File: src/rtl/apb_pkg.sv
// Shared types for the APB requester: queued request record and FSM states.
package apb_pkg;

  localparam int ADDR_W = 8;
  localparam int DATA_W = 8;

  typedef struct packed {
    logic              write;
    logic [ADDR_W-1:0] addr;
    logic [DATA_W-1:0] wdata;
    logic [7:0]        wait_cnt;
  } apb_req_t;

  typedef enum logic [1:0] {
    IDLE,
    SETUP,
    ACCESS
  } apb_mst_state_e;

endpackage

File: src/rtl/apb_master_ctrl_if.sv
// Processor request/response handshake plus APB bus signals of the requester.
interface apb_master_ctrl_if;
  import apb_pkg::*;

  logic              req_valid;
  logic              req_ready;
  logic              req_write;
  logic [ADDR_W-1:0] req_addr;
  logic [DATA_W-1:0] req_wdata;
  logic [7:0]        req_wait;
  logic              resp_valid;
  logic [DATA_W-1:0] resp_rdata;
  logic              resp_err;
  logic              sel;
  logic              enable;
  logic              write;
  logic [ADDR_W-1:0] addr;
  logic [DATA_W-1:0] wdata;
  logic [7:0]        wait_cycles;
  logic              ready;
  logic [DATA_W-1:0] rdata;

  modport master (
    input  req_valid, req_write, req_addr, req_wdata, req_wait, ready, rdata,
    output req_ready, resp_valid, resp_rdata, resp_err,
           sel, enable, write, addr, wdata, wait_cycles
  );

  modport slave (
    output req_valid, req_write, req_addr, req_wdata, req_wait, ready, rdata,
    input  req_ready, resp_valid, resp_rdata, resp_err,
           sel, enable, write, addr, wdata, wait_cycles
  );

endinterface

File: src/rtl/apb_req_fifo.sv
// Request queue: DEPTH-entry circular buffer, head visible combinationally.
module apb_req_fifo
  import apb_pkg::*;
#(
  parameter int DEPTH = 4
) (
  input  logic     clk,
  input  logic     reset,
  input  logic     push,
  input  apb_req_t push_data,
  input  logic     pop,
  output apb_req_t pop_data,
  output logic     full,
  output logic     empty
);

  localparam int PTR_W = $clog2(DEPTH);
  localparam int CNT_W = $clog2(DEPTH + 1);

  apb_req_t           mem [DEPTH];
  logic [PTR_W-1:0]   wr_ptr;
  logic [PTR_W-1:0]   rd_ptr;
  logic [CNT_W-1:0]   count;
  logic               do_push;
  logic               do_pop;

  assign do_push  = push && !full;
  assign do_pop   = pop && !empty;
  assign full     = (count == CNT_W'(DEPTH));
  assign empty    = (count == '0);
  assign pop_data = mem[rd_ptr];

  always_ff @(posedge clk) begin
    if (reset) begin
      wr_ptr <= '0;
      rd_ptr <= '0;
      count  <= '0;
    end else begin
      if (do_push) wr_ptr <= wr_ptr + PTR_W'(1);
      if (do_pop)  rd_ptr <= rd_ptr + PTR_W'(1);
      case ({do_push, do_pop})
        2'b10:   count <= count + CNT_W'(1);
        2'b01:   count <= count - CNT_W'(1);
        default: count <= count;
      endcase
    end
  end

  // Storage needs no reset: the flushed pointers make stale entries unreachable.
  always_ff @(posedge clk) begin
    if (do_push) mem[wr_ptr] <= push_data;
  end

endmodule

File: src/rtl/apb_master_ctrl.sv
// APB requester: drains queued processor requests as SETUP/ACCESS transfers
// and returns one response (read data or timeout error) per request.
module apb_master_ctrl
  import apb_pkg::*;
#(
  parameter int DEPTH   = 4,
  parameter int TIMEOUT = 64
) (
  input  logic                clk,
  input  logic                reset,
  apb_master_ctrl_if.master   bus
);

  localparam int TMO_W = $clog2(TIMEOUT + 1);
  localparam logic [TMO_W-1:0] TMO_LAST = TMO_W'(TIMEOUT - 1);

  apb_mst_state_e    state, state_nxt;
  logic [TMO_W-1:0]  tmo, tmo_nxt;

  logic              sel_q, sel_nxt;
  logic              enable_q, enable_nxt;
  logic              write_q, write_nxt;
  logic [ADDR_W-1:0] addr_q, addr_nxt;
  logic [DATA_W-1:0] wdata_q, wdata_nxt;
  logic [7:0]        wait_q, wait_nxt;
  logic              resp_valid_q, resp_valid_nxt;
  logic [DATA_W-1:0] resp_rdata_q, resp_rdata_nxt;
  logic              resp_err_q, resp_err_nxt;

  apb_req_t          push_data;
  apb_req_t          head;
  logic              fifo_full;
  logic              fifo_empty;
  logic              fifo_push;
  logic              fifo_pop;

  assign push_data = '{write: bus.req_write, addr: bus.req_addr,
                       wdata: bus.req_wdata, wait_cnt: bus.req_wait};
  assign bus.req_ready = !reset && !fifo_full;
  assign fifo_push     = bus.req_valid && bus.req_ready;
  assign fifo_pop      = (state == IDLE) && !fifo_empty;

  apb_req_fifo #(.DEPTH(DEPTH)) u_fifo (
    .clk       (clk),
    .reset     (reset),
    .push      (fifo_push),
    .push_data (push_data),
    .pop       (fifo_pop),
    .pop_data  (head),
    .full      (fifo_full),
    .empty     (fifo_empty)
  );

  always_ff @(posedge clk) begin
    if (reset) begin
      state        <= IDLE;
      tmo          <= '0;
      sel_q        <= 1'b0;
      enable_q     <= 1'b0;
      write_q      <= 1'b0;
      addr_q       <= '0;
      wdata_q      <= '0;
      wait_q       <= '0;
      resp_valid_q <= 1'b0;
      resp_rdata_q <= '0;
      resp_err_q   <= 1'b0;
    end else begin
      state        <= state_nxt;
      tmo          <= tmo_nxt;
      sel_q        <= sel_nxt;
      enable_q     <= enable_nxt;
      write_q      <= write_nxt;
      addr_q       <= addr_nxt;
      wdata_q      <= wdata_nxt;
      wait_q       <= wait_nxt;
      resp_valid_q <= resp_valid_nxt;
      resp_rdata_q <= resp_rdata_nxt;
      resp_err_q   <= resp_err_nxt;
    end
  end

  always_comb begin
    state_nxt = state;
    case (state)
      IDLE:    if (!fifo_empty) state_nxt = SETUP;
      SETUP:   state_nxt = ACCESS;
      ACCESS:  if (bus.ready || (tmo == TMO_LAST)) state_nxt = IDLE;
      default: state_nxt = IDLE;
    endcase
  end

  // Every exit from ACCESS passes through IDLE, so sel is low at least one cycle.
  always_comb begin
    tmo_nxt        = tmo;
    sel_nxt        = sel_q;
    enable_nxt     = enable_q;
    write_nxt      = write_q;
    addr_nxt       = addr_q;
    wdata_nxt      = wdata_q;
    wait_nxt       = wait_q;
    resp_valid_nxt = 1'b0;
    resp_rdata_nxt = resp_rdata_q;
    resp_err_nxt   = resp_err_q;
    case (state)
      IDLE: begin
        sel_nxt    = 1'b0;
        enable_nxt = 1'b0;
        if (!fifo_empty) begin
          sel_nxt   = 1'b1;
          write_nxt = head.write;
          addr_nxt  = head.addr;
          wdata_nxt = head.wdata;
          wait_nxt  = head.wait_cnt;
        end
      end
      SETUP: begin
        enable_nxt = 1'b1;
        tmo_nxt    = '0;
      end
      ACCESS: begin
        if (bus.ready) begin
          resp_valid_nxt = 1'b1;
          resp_rdata_nxt = write_q ? '0 : bus.rdata;
          resp_err_nxt   = 1'b0;
          sel_nxt        = 1'b0;
          enable_nxt     = 1'b0;
        end else if (tmo == TMO_LAST) begin
          resp_valid_nxt = 1'b1;
          resp_rdata_nxt = '0;
          resp_err_nxt   = 1'b1;
          sel_nxt        = 1'b0;
          enable_nxt     = 1'b0;
        end else begin
          tmo_nxt = tmo + TMO_W'(1);
        end
      end
      default: begin
        sel_nxt    = 1'b0;
        enable_nxt = 1'b0;
      end
    endcase
  end

  assign bus.sel         = sel_q;
  assign bus.enable      = enable_q;
  assign bus.write       = write_q;
  assign bus.addr        = addr_q;
  assign bus.wdata       = wdata_q;
  assign bus.wait_cycles = wait_q;
  assign bus.resp_valid  = resp_valid_q;
  assign bus.resp_rdata  = resp_rdata_q;
  assign bus.resp_err    = resp_err_q;

endmodule

File: src/flat_wrapper.sv
// flat-port wrapper written by rule: the top's interface ports become plain ports
module apb_master_ctrl_flat import apb_pkg::*;
#(
  parameter int DEPTH   = 4,
  parameter int TIMEOUT = 64
)
  (clk, reset, bus_req_valid, bus_req_write, bus_req_addr, bus_req_wdata, bus_req_wait, bus_ready, bus_rdata, bus_req_ready, bus_resp_valid, bus_resp_rdata, bus_resp_err, bus_sel, bus_enable, bus_write, bus_addr, bus_wdata, bus_wait_cycles);
  apb_master_ctrl_if bus_i ();
  input  logic clk;
  input  logic reset;
  input wire logic [$bits(bus_i.req_valid)-1:0] bus_req_valid;
  input wire logic [$bits(bus_i.req_write)-1:0] bus_req_write;
  input wire logic [$bits(bus_i.req_addr)-1:0] bus_req_addr;
  input wire logic [$bits(bus_i.req_wdata)-1:0] bus_req_wdata;
  input wire logic [$bits(bus_i.req_wait)-1:0] bus_req_wait;
  input wire logic [$bits(bus_i.ready)-1:0] bus_ready;
  input wire logic [$bits(bus_i.rdata)-1:0] bus_rdata;
  output wire logic [$bits(bus_i.req_ready)-1:0] bus_req_ready;
  output wire logic [$bits(bus_i.resp_valid)-1:0] bus_resp_valid;
  output wire logic [$bits(bus_i.resp_rdata)-1:0] bus_resp_rdata;
  output wire logic [$bits(bus_i.resp_err)-1:0] bus_resp_err;
  output wire logic [$bits(bus_i.sel)-1:0] bus_sel;
  output wire logic [$bits(bus_i.enable)-1:0] bus_enable;
  output wire logic [$bits(bus_i.write)-1:0] bus_write;
  output wire logic [$bits(bus_i.addr)-1:0] bus_addr;
  output wire logic [$bits(bus_i.wdata)-1:0] bus_wdata;
  output wire logic [$bits(bus_i.wait_cycles)-1:0] bus_wait_cycles;
  assign bus_i.req_valid = bus_req_valid;
  assign bus_i.req_write = bus_req_write;
  assign bus_i.req_addr = bus_req_addr;
  assign bus_i.req_wdata = bus_req_wdata;
  assign bus_i.req_wait = bus_req_wait;
  assign bus_i.ready = bus_ready;
  assign bus_i.rdata = bus_rdata;
  assign bus_req_ready = bus_i.req_ready;
  assign bus_resp_valid = bus_i.resp_valid;
  assign bus_resp_rdata = bus_i.resp_rdata;
  assign bus_resp_err = bus_i.resp_err;
  assign bus_sel = bus_i.sel;
  assign bus_enable = bus_i.enable;
  assign bus_write = bus_i.write;
  assign bus_addr = bus_i.addr;
  assign bus_wdata = bus_i.wdata;
  assign bus_wait_cycles = bus_i.wait_cycles;
  apb_master_ctrl #(.DEPTH(DEPTH), .TIMEOUT(TIMEOUT)) u_core (.clk(clk), .reset(reset), .bus(bus_i));
endmodule
File: config.mk
export PLATFORM = sky130hd
export DESIGN_NAME = apb_master_ctrl_flat
export DESIGN_NICKNAME = d
export VERILOG_FILES = /design/src/rtl/apb_pkg.sv /design/src/rtl/apb_master_ctrl_if.sv /design/src/rtl/apb_req_fifo.sv /design/src/rtl/apb_master_ctrl.sv /design/src/flat_wrapper.sv
export SDC_FILE = /design/constraint.sdc
export NUM_CORES = 1
export LEC_CHECK = 0
export ABC_AREA = 1
export CAP_MARGIN = 20
export CORE_MARGIN = 5
export CORE_UTILIZATION = 30
export CTS_CLUSTER_DIAMETER = 40
export CTS_CLUSTER_SIZE = 24
export DETAILED_ROUTE_END_ITERATION = 8
export PLACE_DENSITY = 0.51
export SLEW_MARGIN = 30
export SYNTH_ARGS = -nofsm -noshare
export SYNTH_HDL_FRONTEND = slang
export SYNTH_SLANG_ARGS = --single-unit
File: constraint.sdc
create_clock -name clk -period 2.6 [get_ports clk]
set_input_delay 0.52 -clock clk [delete_from_list [all_inputs] [get_ports clk]]
set_output_delay 0.52 -clock clk [all_outputs]
set_load 0.005 [all_outputs]
Word level (Yosys, flattened, before mapping)
Memories as Yosys holds them, arrays and structs flattened. A register that Yosys moved wholly into a read port is not among the register bits. Cells that the tools add are included.

Add/sub/neg operators: 5. Eq/ne operators: 11. Muxes and demuxes: 21. Bitwise operators: 3. Reduce and logical (&&, ||, !) cells: 20.

Operators with widths (number): 8-bit two-way mux (3); 7-bit two-way mux (2); 7-bit case mux with 2 select lines (1); 1-bit two-way mux (9); 2-bit AND reduction (4); 7-bit by 1-bit adder with 7-bit output, second input constant (1); 7-bit by 6-bit == test with 1-bit output, second input constant (1); 2-bit inequality test, second input constant (3); 2-bit case mux with 3 select lines (1); 3-bit case mux with 2 select lines (1); 2-bit nonzero test (3); 1-bit logical AND (5); 2-bit by 1-bit adder with 2-bit output, second input constant (2); 2-bit by 1-bit == test with 1-bit output, second input constant (2); 2-bit == test, second input constant (2); 2-bit two-way mux (2); 3-bit by 1-bit adder with 3-bit output, second input constant (1); 3-bit == test, second input constant (1); 1-bit logical NOT (3); 3-bit logical NOT (1); 3-bit by 2-bit inequality test with 1-bit output, second input constant (1); 1-bit inverter (3); 1-bit case mux with 3 select lines (1); 3-bit AND reduction (1); other kinds (6) (6).

Register bits after elaboration: 28. Bits in writable memories: 100. Output and inout port bits: 38. Memories: 1.

Memories: u_core.u_fifo.mem (depth 4, bits a word 25, rd ports 1, clocked after Yosys merged registers in 1, wr ports 1, line apb_req_fifo.sv:20) `apb_req_t mem [DEPTH];`.

Logic depth before layout (Yosys ltp)
Gate-level depths: netlist of the first run.

Word-level depth: 7. Gate-level depth with buffers: 12. Mapped depth without buffers: 11.

Hierarchy
A second synthesis of the first run with hierarchy kept.

Cells, all modules: 542. Area, all modules: 5985.7 um^2.

Modules (own cells, without submodules): apb_req_fifo (instances 1, cells an instance 312, area an instance 4186.5 um^2, sequential area each 3183.1 um^2); apb_master_ctrl (instances 1, cells an instance 230, area an instance 1799.2 um^2, sequential area each 920.9 um^2).

Worst setup path after synthesis of the first run
Ideal clock, no wire load.

Path kind: input to register. Start point: input reset. End point: memory u_core.u_fifo.mem[0][0] (netlist name), enable pin. Library setup time: 407 ps. Data arrival time: 2056 ps. Slack: 137 ps. Stages: 4. Cell sequence: buf_4 -> clkinv_1 -> nand3_2 -> nor2_1.

Cells in the longest elaborated chain, start to end: 6.

RTL lines: start, declared (line flat_wrapper.sv:10) `input logic reset;`; 1-bit logical NOT (line apb_master_ctrl.sv:39) `assign bus.req_ready = !reset && !fifo_full;`; 1-bit logical AND (line apb_master_ctrl.sv:39); 1-bit logical AND (line apb_master_ctrl.sv:40) `assign fifo_push = bus.req_valid && bus.req_ready;`; 1-bit logical AND (line apb_req_fifo.sv:27) `assign do_push = push && !full;`; 1-bit two-way mux (line apb_req_fifo.sv:51) `if (do_push) mem[wr_ptr] <= push_data;`; 1-bit two-way mux (not written as such) (line apb_req_fifo.sv:51); end, declared (line apb_req_fifo.sv:20).

No other way between the ends.

Worst setup path after layout of the first run
Start point: input reset. End point: output bus_req_ready.

Cells in the longest elaborated chain, start to end: 2.

RTL lines: 1-bit logical NOT (line apb_master_ctrl.sv:39); 1-bit logical AND (line apb_master_ctrl.sv:39); end, declared (line flat_wrapper.sv:18) `output wire logic [$bits(bus_i.req_ready)-1:0] bus_req_ready;`.

No other way between the ends.

==> results of run 1 <==
## critical path: cells and delay by family
family,cells,cell delay [ns]
buffers and inverters,3,1.14
AOI/OAI and AO/OA,1,0.13
## Yosys cell counts, types with 2 or more instances
cell / n
nor2_1: 152
edfxtp_1: 100
o21ai_0: 99
dfxtp_1: 53
nand2_1: 35
inv_1: 32
nand3_1: 22
buf_2: 15
a21oi_1: 12
o21ai_1: 10
clkbuf_1: 6
ha_1: 6
inv_2: 3
nand2_4: 3
buf_1: 2
buf_4: 2
clkbuf_2: 2
nor2_2: 2
o21bai_1: 2
or2_2: 2
## layout by cell type (no fill, tap or decap)
cell | netlist | final
clkinv_2 | 0 | 1
nor2_8 | 1 | 1
dfxtp_2 | 0 | 1
dfxtp_1 | 53 | 52
nor2_2 | 2 | 6
bufinv_16 | 0 | 4
nand3_1 | 22 | 22
nand2_2 | 1 | 1
clkinv_1 | 1 | 2
ha_1 | 6 | 6
edfxtp_1 | 100 | 100
o21ai_1 | 10 | 10
inv_6 | 0 | 1
nor2_1 | 152 | 148
or2_2 | 2 | 2
clkbuf_8 | 0 | 1
clkbuf_16 | 0 | 17
clkdlybuf4s50_1 | 0 | 74
nor2_4 | 1 | 1
fa_1 | 1 | 1
nand2_4 | 3 | 3
o21bai_1 | 2 | 2
buf_4 | 2 | 15
nand2_1 | 35 | 35
a31oi_1 | 1 | 1
a21oi_1 | 12 | 12
nand2_8 | 1 | 1
clkbuf_1 | 6 | 3
clkinvlp_4 | 0 | 2
clkinv_4 | 0 | 2
inv_1 | 32 | 32
o21ai_0 | 99 | 99
inv_2 | 3 | 3
nand3_2 | 1 | 1
## cell type report
type                       instances  area, µm²
tap                              265        332
clock inverter                    11        170
timing repair buffer              89        853
clock buffer                      21        450
fill                            1905      11900
multi-input combinational        352       1670
sequential                       153       4070
inverter                          36        135
## state kept, by name, summed over array words and instances (netlist names)
name / flops
u_core.bus.addr: 8
u_core.u_fifo.mem: 100
u_core.bus.wdata: 8
u_core.bus.write: 1
u_core.tmo: 7
u_core.bus.enable: 1
u_core.u_fifo.count: 3
u_core.bus.resp_valid: 1
u_core.bus.sel: 1
u_core.u_fifo.wr_ptr: 2
u_core.bus.resp_rdata: 8
u_core.bus.resp_err: 1
u_core.u_fifo.rd_ptr: 2
u_core.bus.wait_cycles: 8
u_core.state: 2
## power by group through the flow
| stage | combinational (W) | clock [W] | sequential [W] |
|---|---|---|---|
| finish | 0.00232 | 0.00257 | 0.00308 |
| detailed placement | 0.00237 | 0 | 0.00313 |
| CTS | 0.00239 | 0.00262 | 0.00309 |
| global placement | 0.00233 | 0 | 0.00313 |
| floorplan | 0.00139 | 0 | 0.00313 |
| global route | 0.00267 | 0.00274 | 0.00313 |
## layer usage
| layer | vias up | track usage (%) | part of all wire (%) |
|---|---|---|---|
| met1 | 1929 | 15.2 | 46 |
| met4 | 0 | 2.77 | 0.51 |
| li1 | 2079 | - | - |
| met5 | - | 0 | 0 |
| met2 | 93 | 20.6 | 48 |
| met3 | 7 | 4.01 | 5.3 |
## cells by family after synthesis
logic type / Yosys count
adders and majority gates: 7
DFF: 153
buffers and inverters: 63
AOI/OAI and AO/OA: 124
and+or+nand+nor: 221
## worst paths after layout
| path | startpoint | endpoint | slack (ns) |
|---|---|---|---|
| worst max-delay path | reset | bus_req_ready | 0.28 |
| worst min-delay path | u_core.bus.resp_err$_SDFFE_PP0P_ | u_core.bus.resp_err$_SDFFE_PP0P_ | 0.45 |
| worst max register to register | u_core.u_fifo.count[0]$_SDFFE_PP0P_ | u_core.u_fifo.count[2]$_SDFFE_PP0P_ | 0.73 |
| worst min register to register | u_core.bus.resp_err$_SDFFE_PP0P_ | u_core.bus.resp_err$_SDFFE_PP0P_ | 0.45 |
## per-stage QoR
stage               std cells  cell area (µm²)  worst slack [ns]  hold slack (ns)  power [W]
detailed placement        895             7060             0.163            0.450    0.00551
global placement          895             7060             0.209            0.443    0.00547
finish                    927             7680             0.285            0.454    0.00797
CTS                       927             7680             0.280            0.460    0.00810
global route              927             7680             0.220            0.500    0.00853
floorplan                 568             5990             0.137            0.444    0.00452
==> reports/results.txt, run 1 <==
Synth Instances -> 568
first drt pass iteration count -> 5
Tcrit/Tclk final -> 89.1%
total number of yosys warnings -> 0
RSZ-0062 raised after global routing -> no
clock root cell -> clkbuf_16
combinational power share -> 29.1%
first-pass GRT wire length -> 21.5 mm
Post-synth ARST share -> 0%
cts-stage hold buffer count -> 0
cells along the critical path -> clkdlybuf4s50_1 -> buf_4 -> a31oi_1 -> clkdlybuf4s50_1
kind of launch point of the worst setup path -> input pin
maximum root-to-sink buffer count -> 2
Clk Latency, worst-skew pair -> 0.41 ns
mux cell area share after synthesis -> 0%
Synth Register Bits -> 153
crit-path max cell delay -> 0.52 ns
CTS tree -> built
chip height -> 151 µm
Seq pwr share -> 38.7%
Worst path most repeated cell -> clkdlybuf4s50_1
Final HPWL DP -> 8.22 mm
post-route clock skew -> 0.00675 ns
Cell Int Power -> 0.00549 W
share of the yosys chip area belonging to registers -> 67.9%
clock share of power -> 32.3%
Peak supply drop -> 0.000548 V
Synth Area in Adders -> 1.59%
CTS resizes -> 0
Die X-Extent -> 151 µm
Starting Density -> 30.6%
vias in the first global route -> 4103
fraction of synthesized cell area in xor and xnor cells -> 0%
row cnt -> 51
WP data required -> 2.08 ns
max_cap viols -> 0
clock tree sinks -> 153
grt ovf -> 0
WS Path Type -> in -> out
DRT antenna net count -> 0
post-synthesis simple-gate area fraction -> 15.7%
data arrival time of the critical path -> 1.80 ns
combinational family with the most area after synthesis -> simple AND/OR/NAND/NOR gates
number of flops mapped to enable cells by yosys -> 100
clk slew on worst S/H paths -> 0.06 ns
fin crit period -> 2.32 ns
port bufs -> 74
Yosys top cell by area -> edfxtp_1
Worst setup EP type -> output pin
via count -> 4108
Worst Hold Depth -> 2
Residual DRC -> 0
Compound-Gate Fraction of Synth Area -> 10.5%
initial DRC count -> 264
setup bufs post-CTS -> 0
routability cong. -> 0.753
power density cells -> 1040 nW/µm²
leakage power -> 2.82 nW
# nets final -> 693
CTS Buf Count -> 17
Ports -> 75
Net Sw Power -> 0.00248 W
H-tree depth -> 4
Worst-Margin Slew -> 0.834 ns
status -> completed
Total Wirelength -> 13.4 mm
Die Footprint -> 22900 µm²
post-synthesis cell type count -> 28
Antenna Cells -> 0
Slew headroom -> 44.3%
Hold WC Path Type -> reg -> reg
post-layout util -> 39.2%
Reg2Reg Depth -> 10
Via-to-Cell Ratio -> 4.43
slowest cell on the critical path -> clkdlybuf4s50_1
critical-path maximum fanout -> 7
Total GRT Usage -> 12.2%
maximum clock frequency -> 432 MHz
# setup viols final -> 0
initial antenna violation count -> 0
Sw Ratio -> 31.2%
final hold vios -> 0
fin. max-slew vios -> 0
Post-Syn Area -> 5990 µm²
Wirelength per Cell -> 14.5 µm
largest net degree at the start of global routing -> 54
Synth Flop Type -> edfxtp_1
synthesized net count -> 612
top post-synthesis cells by area -> edfxtp_1, dfxtp_1, nor2_1
share of the synthesized area in the top cell type -> 50.1%
Core Region -> 19600 µm²
Synth Area per Inst -> 10.5 µm²
ratio of cells with drive above 1 in the final layout -> 9.52%
area delta synth->final -> 28.2%
aggregate negative setup slack -> 0 ns
Note: power is estimated with default switching activity, not from simulation.
==> run 2, diff against run 1 <==
--- a/config.mk
+++ b/config.mk
@@ -6,7 +6,6 @@
 export NUM_CORES = 1
 export LEC_CHECK = 0
 export ABC_AREA = 1
-export CAP_MARGIN = 20
 export CORE_MARGIN = 5
 export CORE_UTILIZATION = 30
 export CTS_CLUSTER_DIAMETER = 40
==> results of run 2 <==
The final DEF is identical to that of run 1; final timing and power are the same.
